==> config.mk <==
export PLATFORM = sky130hd
export DESIGN_NAME = fxp_to_flp_stream_converter
export DESIGN_NICKNAME = d
export VERILOG_FILES = /design/src/rtl/fxp_to_flp_stream_converter.sv
export SDC_FILE = /design/constraint.sdc
export NUM_CORES = 1
export LEC_CHECK = 0
export ABC_AREA = 1
export CORE_MARGIN = 4
export CORE_UTILIZATION = 45
export DETAILED_ROUTE_END_ITERATION = 10
export PLACE_DENSITY_LB_ADDON = 0.15
export SLEW_MARGIN = 20
export SYNTH_ARGS = -nofsm -noshare
export SYNTH_HDL_FRONTEND = slang
export SYNTH_SLANG_ARGS = --single-unit
==> constraint.sdc <==
create_clock -name CLK -period 7.63 [get_ports CLK]
set_input_delay 1.9075 -clock CLK [delete_from_list [all_inputs] [get_ports CLK]]
set_output_delay 1.9075 -clock CLK [all_outputs]
set_load 0.01 [all_outputs]
==> src/rtl/fxp_to_flp_stream_converter.sv <==
// Streams a vector of signed fixed-point samples out as floats, one channel per cycle.
// Two-stage pipeline: magnitude/leading-one detect, then normalise/round into {sign, exp, mant}.
//   state     | meaning
//   S_IDLE    | waiting for an input vector, S_READY high
//   S_CONVERT | issuing buffered channels and draining the pipeline
module fxp_to_flp_stream_converter #(
  parameter int C_FXP_WIDTH      = 16,
  parameter int C_FXP_POINT      = 12,
  parameter int C_CHANNELS       = 3,
  parameter int C_FLP_EXP_WIDTH  = 8,
  parameter int C_FLP_MANT_WIDTH = 23,
  parameter int C_ROUND          = 1,
  localparam int C_FLP_WIDTH     = 1 + C_FLP_EXP_WIDTH + C_FLP_MANT_WIDTH,
  localparam int CW              = (C_CHANNELS > 1) ? $clog2(C_CHANNELS) : 1
) (
  input  logic                              CLK,
  input  logic                              RST,
  input  logic [C_CHANNELS*C_FXP_WIDTH-1:0] S_DATA,
  input  logic                              S_VALID,
  output logic                              S_READY,
  output logic [C_FLP_WIDTH-1:0]            M_DATA,
  output logic [CW-1:0]                     M_CHAN,
  output logic                              M_ZERO,
  output logic                              M_LAST,
  output logic                              M_VALID,
  input  logic                              M_READY,
  output logic                              BUSY
);

  localparam int W    = C_FXP_WIDTH;
  localparam int E    = C_FLP_EXP_WIDTH;
  localparam int M    = C_FLP_MANT_WIDTH;
  localparam int BIAS = (1 << (E - 1)) - 1;
  localparam int PW   = (W > 1) ? $clog2(W) : 1;
  localparam int XW   = W + M + 1;

  localparam logic [0:0] S_IDLE    = 1'b0;
  localparam logic [0:0] S_CONVERT = 1'b1;

  // Every representable input must land on a normal exponent.
  if ((BIAS - C_FXP_POINT < 1) || (BIAS + W - C_FXP_POINT > (1 << E) - 2)) begin : g_fmt_check
    $fatal(1, "float exponent range cannot hold the fixed-point range");
  end

  logic [0:0]              state;
  logic [C_CHANNELS*W-1:0] chan_buf;
  logic [CW-1:0]           cnt;
  logic                    issuing;
  logic                    advance;

  logic                    s1_valid;
  logic                    s1_sign;
  logic [W-1:0]            s1_mag;
  logic [PW-1:0]           s1_pos;
  logic                    s1_zero;
  logic [CW-1:0]           s1_chan;
  logic                    s1_last;

  logic [W-1:0]            sample;
  logic [W-1:0]            mag_c;
  logic [PW-1:0]           shamt;
  logic [W-1:0]            norm;
  logic [XW-1:0]           ext;
  logic [M-1:0]            mant_t;
  logic                    guard;
  logic                    sticky;
  logic                    round_up;
  logic [M:0]              mant_r;
  logic [E-1:0]            exp_c;

  function automatic logic [PW-1:0] lead_one(input logic [W-1:0] v);
    lead_one = '0;
    for (int i = 0; i < W; i++)
      if (v[i]) lead_one = PW'(i);
  endfunction

  assign advance = ~M_VALID | M_READY;
  assign S_READY = (state == S_IDLE) & ~RST;
  assign BUSY    = (state != S_IDLE);

  assign sample = chan_buf[cnt*W +: W];
  assign mag_c  = sample[W-1] ? (~sample + 1'b1) : sample;

  // Left-justify so the leading one sits at bit W-1; everything below is fraction.
  assign shamt    = PW'(W - 1) - s1_pos;
  assign norm     = s1_mag << shamt;
  assign ext      = {norm[W-2:0], {(M + 2){1'b0}}};
  assign mant_t   = ext[XW-1 -: M];
  assign guard    = ext[XW-1-M];
  assign sticky   = |ext[XW-2-M:0];
  assign round_up = (C_ROUND != 0) && guard && (sticky || mant_t[0]);
  assign mant_r   = {1'b0, mant_t} + (M + 1)'(round_up);
  assign exp_c    = E'(BIAS - C_FXP_POINT) + E'(s1_pos) + E'(mant_r[M]);

  always_ff @(posedge CLK or posedge RST) begin
    if (RST) begin
      state    <= S_IDLE;
      chan_buf <= '0;
      cnt      <= '0;
      issuing  <= 1'b0;
      s1_valid <= 1'b0;
      s1_sign  <= 1'b0;
      s1_mag   <= '0;
      s1_pos   <= '0;
      s1_zero  <= 1'b0;
      s1_chan  <= '0;
      s1_last  <= 1'b0;
      M_VALID  <= 1'b0;
      M_DATA   <= '0;
      M_CHAN   <= '0;
      M_ZERO   <= 1'b0;
      M_LAST   <= 1'b0;
    end else if (state == S_IDLE) begin
      if (S_VALID) begin
        chan_buf <= S_DATA;
        cnt      <= '0;
        issuing  <= 1'b1;
        state    <= S_CONVERT;
      end
    end else if (advance) begin
      s1_valid <= issuing;
      if (issuing) begin
        s1_sign <= sample[W-1];
        s1_mag  <= mag_c;
        s1_pos  <= lead_one(mag_c);
        s1_zero <= ~|sample;
        s1_chan <= cnt;
        s1_last <= (cnt == CW'(C_CHANNELS - 1));
        if (cnt == CW'(C_CHANNELS - 1)) issuing <= 1'b0;
        else                            cnt     <= cnt + 1'b1;
      end
      M_VALID <= s1_valid;
      if (s1_valid) begin
        M_DATA <= norm[W-1] ? {s1_sign, exp_c, mant_r[M-1:0]} : '0;
        M_ZERO <= s1_zero;
        M_CHAN <= s1_chan;
        M_LAST <= s1_last;
      end
      if (M_VALID & M_READY & M_LAST) state <= S_IDLE;
    end
  end

endmodule
==> reports/metrics.csv <==
stage,metric,value,unit
status,status,finished clean,
timing,final hold vios,0,
clocking,CTS resizes,0,
timing,RSZ-0062 raised after global routing,no,
synth,post-synthesis cell type count,50,
hold_path,worst hold stages,2,
place,DP Cell Count,940,
worst_setup_path,Worst R2R Start,s1_pos[0],
synth,mean post-synth cell area,7.76,um^2
global_routing,GR Overflow Total,0,
clocking,cts-stage hold buffer count,0,
cells_and_area,share of layout cells above drive strength 1,6.47,%
synth,"Primary FF master, synth",dfrtp_1,
place,area post-placement,6450,um^2
timing,Fin Clk Skew,0.00659,ns
place,PortBufs,82,
power,sw frac,45.7,%
hold_path,hold endpoint,chan_buf[43],
synth,"EDFF count, synth",0,
worst_setup_path,Worst setup SP type,primary input,
timing,fin crit share,64.5,%
power,sequential share of power,31.0,%
worst_setup_path,"Buf+Inv Stages, Crit Path",2,
timing,Final min period,4.92,ns
clocking,CTS Sinks,106,
drt,WL per Instance,13.2,um
hold_path,Hold Path Class,reg -> reg,
timing,Slew headroom,38.9,%
clocking,setup bufs post-CTS,0,
power,PwrDens,456,nW/um^2
timing,FMAX,203,MHz
worst_setup_path,crit-path cells,"clkdlybuf4s50_1, nor2_1, clkdlybuf4s50_1",
drt,Vias/cell,4.99,
drt,Detailed Route Iter0 Violations,425,
synth,asr flop ratio synth,100,%
power,P_int,1.67,mW
floorplanning,Std-Cell Rows,40,
timing,worst slew pin tran,0.916,ns
worst_setup_path,Crit Path Class,in -> out,
clocking,Root Buffer,clkbuf_16,
place,Place WS,2.71,ns
synth,leading area contributor after synthesis,dfrtp_1,
hold_path,launch point of the worst hold path,chan_buf[43],
worst_setup_path,reg-to-reg critical path endpoint,M_DATA[17],
floorplanning,Die Span Y,119,um
cells_and_area,Finished Layout Cells,956,
floorplanning,I/O Pins,91,
global_routing,GRT Overall Usage,18.4,%
place,DPL Wire Length,9210,um
drt,vias,4769,
global_routing,pin count of the biggest net entering global routing,84,
floorplanning,Die W,119,um
clocking,Num CTS Buffers,9,
drt,drt drc,0,
floorplanning,Die Area,14300,um^2
worst_setup_path,Top delay family on crit path,buffers and inverters,
synth,synthesized area,5590,um^2
worst_setup_path,CP max FO,2,
floorplanning,core area,12100,um^2
cells_and_area,Nets,839,
synth,cell with the most instances after synthesis,nand2_1,
synth,Yosys top cell area share,47.5,%
timing,endpoints failing setup,0,
clocking,TritonCTS clock tree,done,
worst_setup_path,CP Capture Type,primary output,
clocking,clk_lat worst skew,0.34,ns
power,clock group share of total power,15.4,%
synth,"flops & latches, synth",106,
synth,sequential cell area fraction in the yosys report,47.5,%
power,"Power, Total",3.08,mW
cells_and_area,design area,6750,um^2
synth,Area contributors post-synth,"dfrtp_1, nand2_1, o21ai_0",
power,Max VDD drop,0.000156,V
worst_setup_path,crit-path max cell delay,0.54,ns
power,combinational power share,53.6,%
synth,Synth top cells by count,"nand2_1, dfrtp_1, o21ai_0",
cells_and_area,area delta synth->final,20.9,%
worst_setup_path,CP arrival,3.01,ns
worst_setup_path,Worst R2R Path Depth,8,
clocking,Longest Clk Path Bufs,2,
timing,setup TNS,0,ns
worst_setup_path,CP max stage cell,clkdlybuf4s50_1,
power,P_leak,3.21,nW
cells_and_area,diode count,0,
timing,"Slew Viols, Final",0,
synth,Ys Warns,0,
worst_setup_path,cell with the most instances on the worst path,clkdlybuf4s50_1,
global_routing,vias in the first global route,4593,
flow_run,Max Cap Violations,0,
floorplanning,Initial Util,46.3,%
drt,"wirelength, routed",12700,um
clocking,Worst-path clk slew,0.07,ns
synth,Cells after Synth,720,
place,routability cong.,0.924,
timing,setup ws final,2.71,ns
clocking,H-tree levels,3,
drt,post-route ant nets,0,
worst_setup_path,"Req. time, crit path",5.72,ns
power,Psw,1.40,mW
worst_setup_path,R2R setup slack,4.59,ns
drt,first drt pass iteration count,5,
global_routing,initial antenna violation count,0,
global_routing,first-pass GRT wire length,21800,um
-- tightest hold or removal path: cells and delay by family (launching register included) --
kind          cells  cell delay, ns
flops             1            0.34
simple gates      2            0.11
-- routing by layer --
metal	share of wire, %	GRT usage (%)	routed length (um)	up-vias
li1	-	-	-	2391
met1	47	25.9	5890	2234
met2	47	29.6	5970	130
met3	5.4	3.42	678	14
met4	0.97	4.51	123	0
met5	0	0	0	-
-- how the worst max path moves through the flow --
stage	endpoint	startpoint	slack (ns)	cells after the start
after floorplan	BUSY	RST	2.93	1
after global placement	S_READY	RST	2.70	3
after detailed placement	S_READY	RST	2.71	3
after CTS	S_READY	RST	2.70	3
after global routing	S_READY	RST	2.66	3
final	S_READY	RST	2.71	3
-- final cells by class --
| cell class | count | area (um^2) |
|---|---|---|
| Fill cell | 1147 | 5310 |
| Inverter | 92 | 352 |
| Tap cell | 168 | 210 |
| Timing Repair Buffer | 85 | 843 |
| Sequential cell | 106 | 2650 |
| Multi-Input combinational cell | 489 | 2390 |
| Clock inverter | 5 | 60.1 |
| Clock buffer | 11 | 243 |
-- power by group through the flow --
stage / registers (mW) / clock network [mW] / logic, mW
floorplan: 0.938 / 0 / 1.23
global placement: 0.955 / 0 / 1.61
detailed placement: 0.963 / 0 / 1.64
CTS: 0.953 / 0.482 / 1.65
global route: 0.986 / 0.503 / 1.90
finish: 0.953 / 0.474 / 1.65
-- flip-flops by register name, summed over array words and instances (netlist names) --
name / count
BUSY: 1
s1_sign: 1
s1_zero: 1
chan_buf: 48
s1_valid: 1
M_LAST: 1
issuing: 1
s1_chan: 2
M_ZERO: 1
cnt: 2
s1_pos: 4
M_CHAN: 2
s1_last: 1
M_VALID: 1
M_DATA: 23
s1_mag: 16
-- placed cells by master (no fill, tap or decap), types with 3 or more instances in the layout --
master and n:
a21oi_1 18, a22o_1 3, a32o_1 3, a32oi_1 3
and2_1 4, buf_4 3, clkbuf_16 9, clkdlybuf4s50_1 82
conb_1 8, dfrtp_1 106, ha_1 4, inv_1 86
inv_2 3, mux2i_1 3, nand2_1 238, nand2_2 6
nand3_1 19, nor2_1 27, nor2_2 4, nor2_4 3
o211ai_1 5, o21ai_0 104, o21ai_1 3, o22ai_1 3
o31ai_1 3, xor2_2 3
-- cell families after synthesis --
logic type               share of synthesized area, %
AO/OA/AOI/OAI                                    16.1
XOR/XNOR                                         1.34
adder cells (fa/ha/maj)                         0.896
buffers and inverters                            10.1
flip-flops                                       47.5
multiplexers                                    0.538
other                                          0.0671
AND/OR/NAND/NOR                                  23.4
-- stage by stage --
step	hold slack, ns	util [%]
finish	0.482	56.0
global route	0.510	56.0
floorplan	0.441	-
global placement	0.459	53.5
CTS	0.477	56.0
detailed placement	0.459	53.5
No activity file was read; power rests on OpenSTA's default activity.
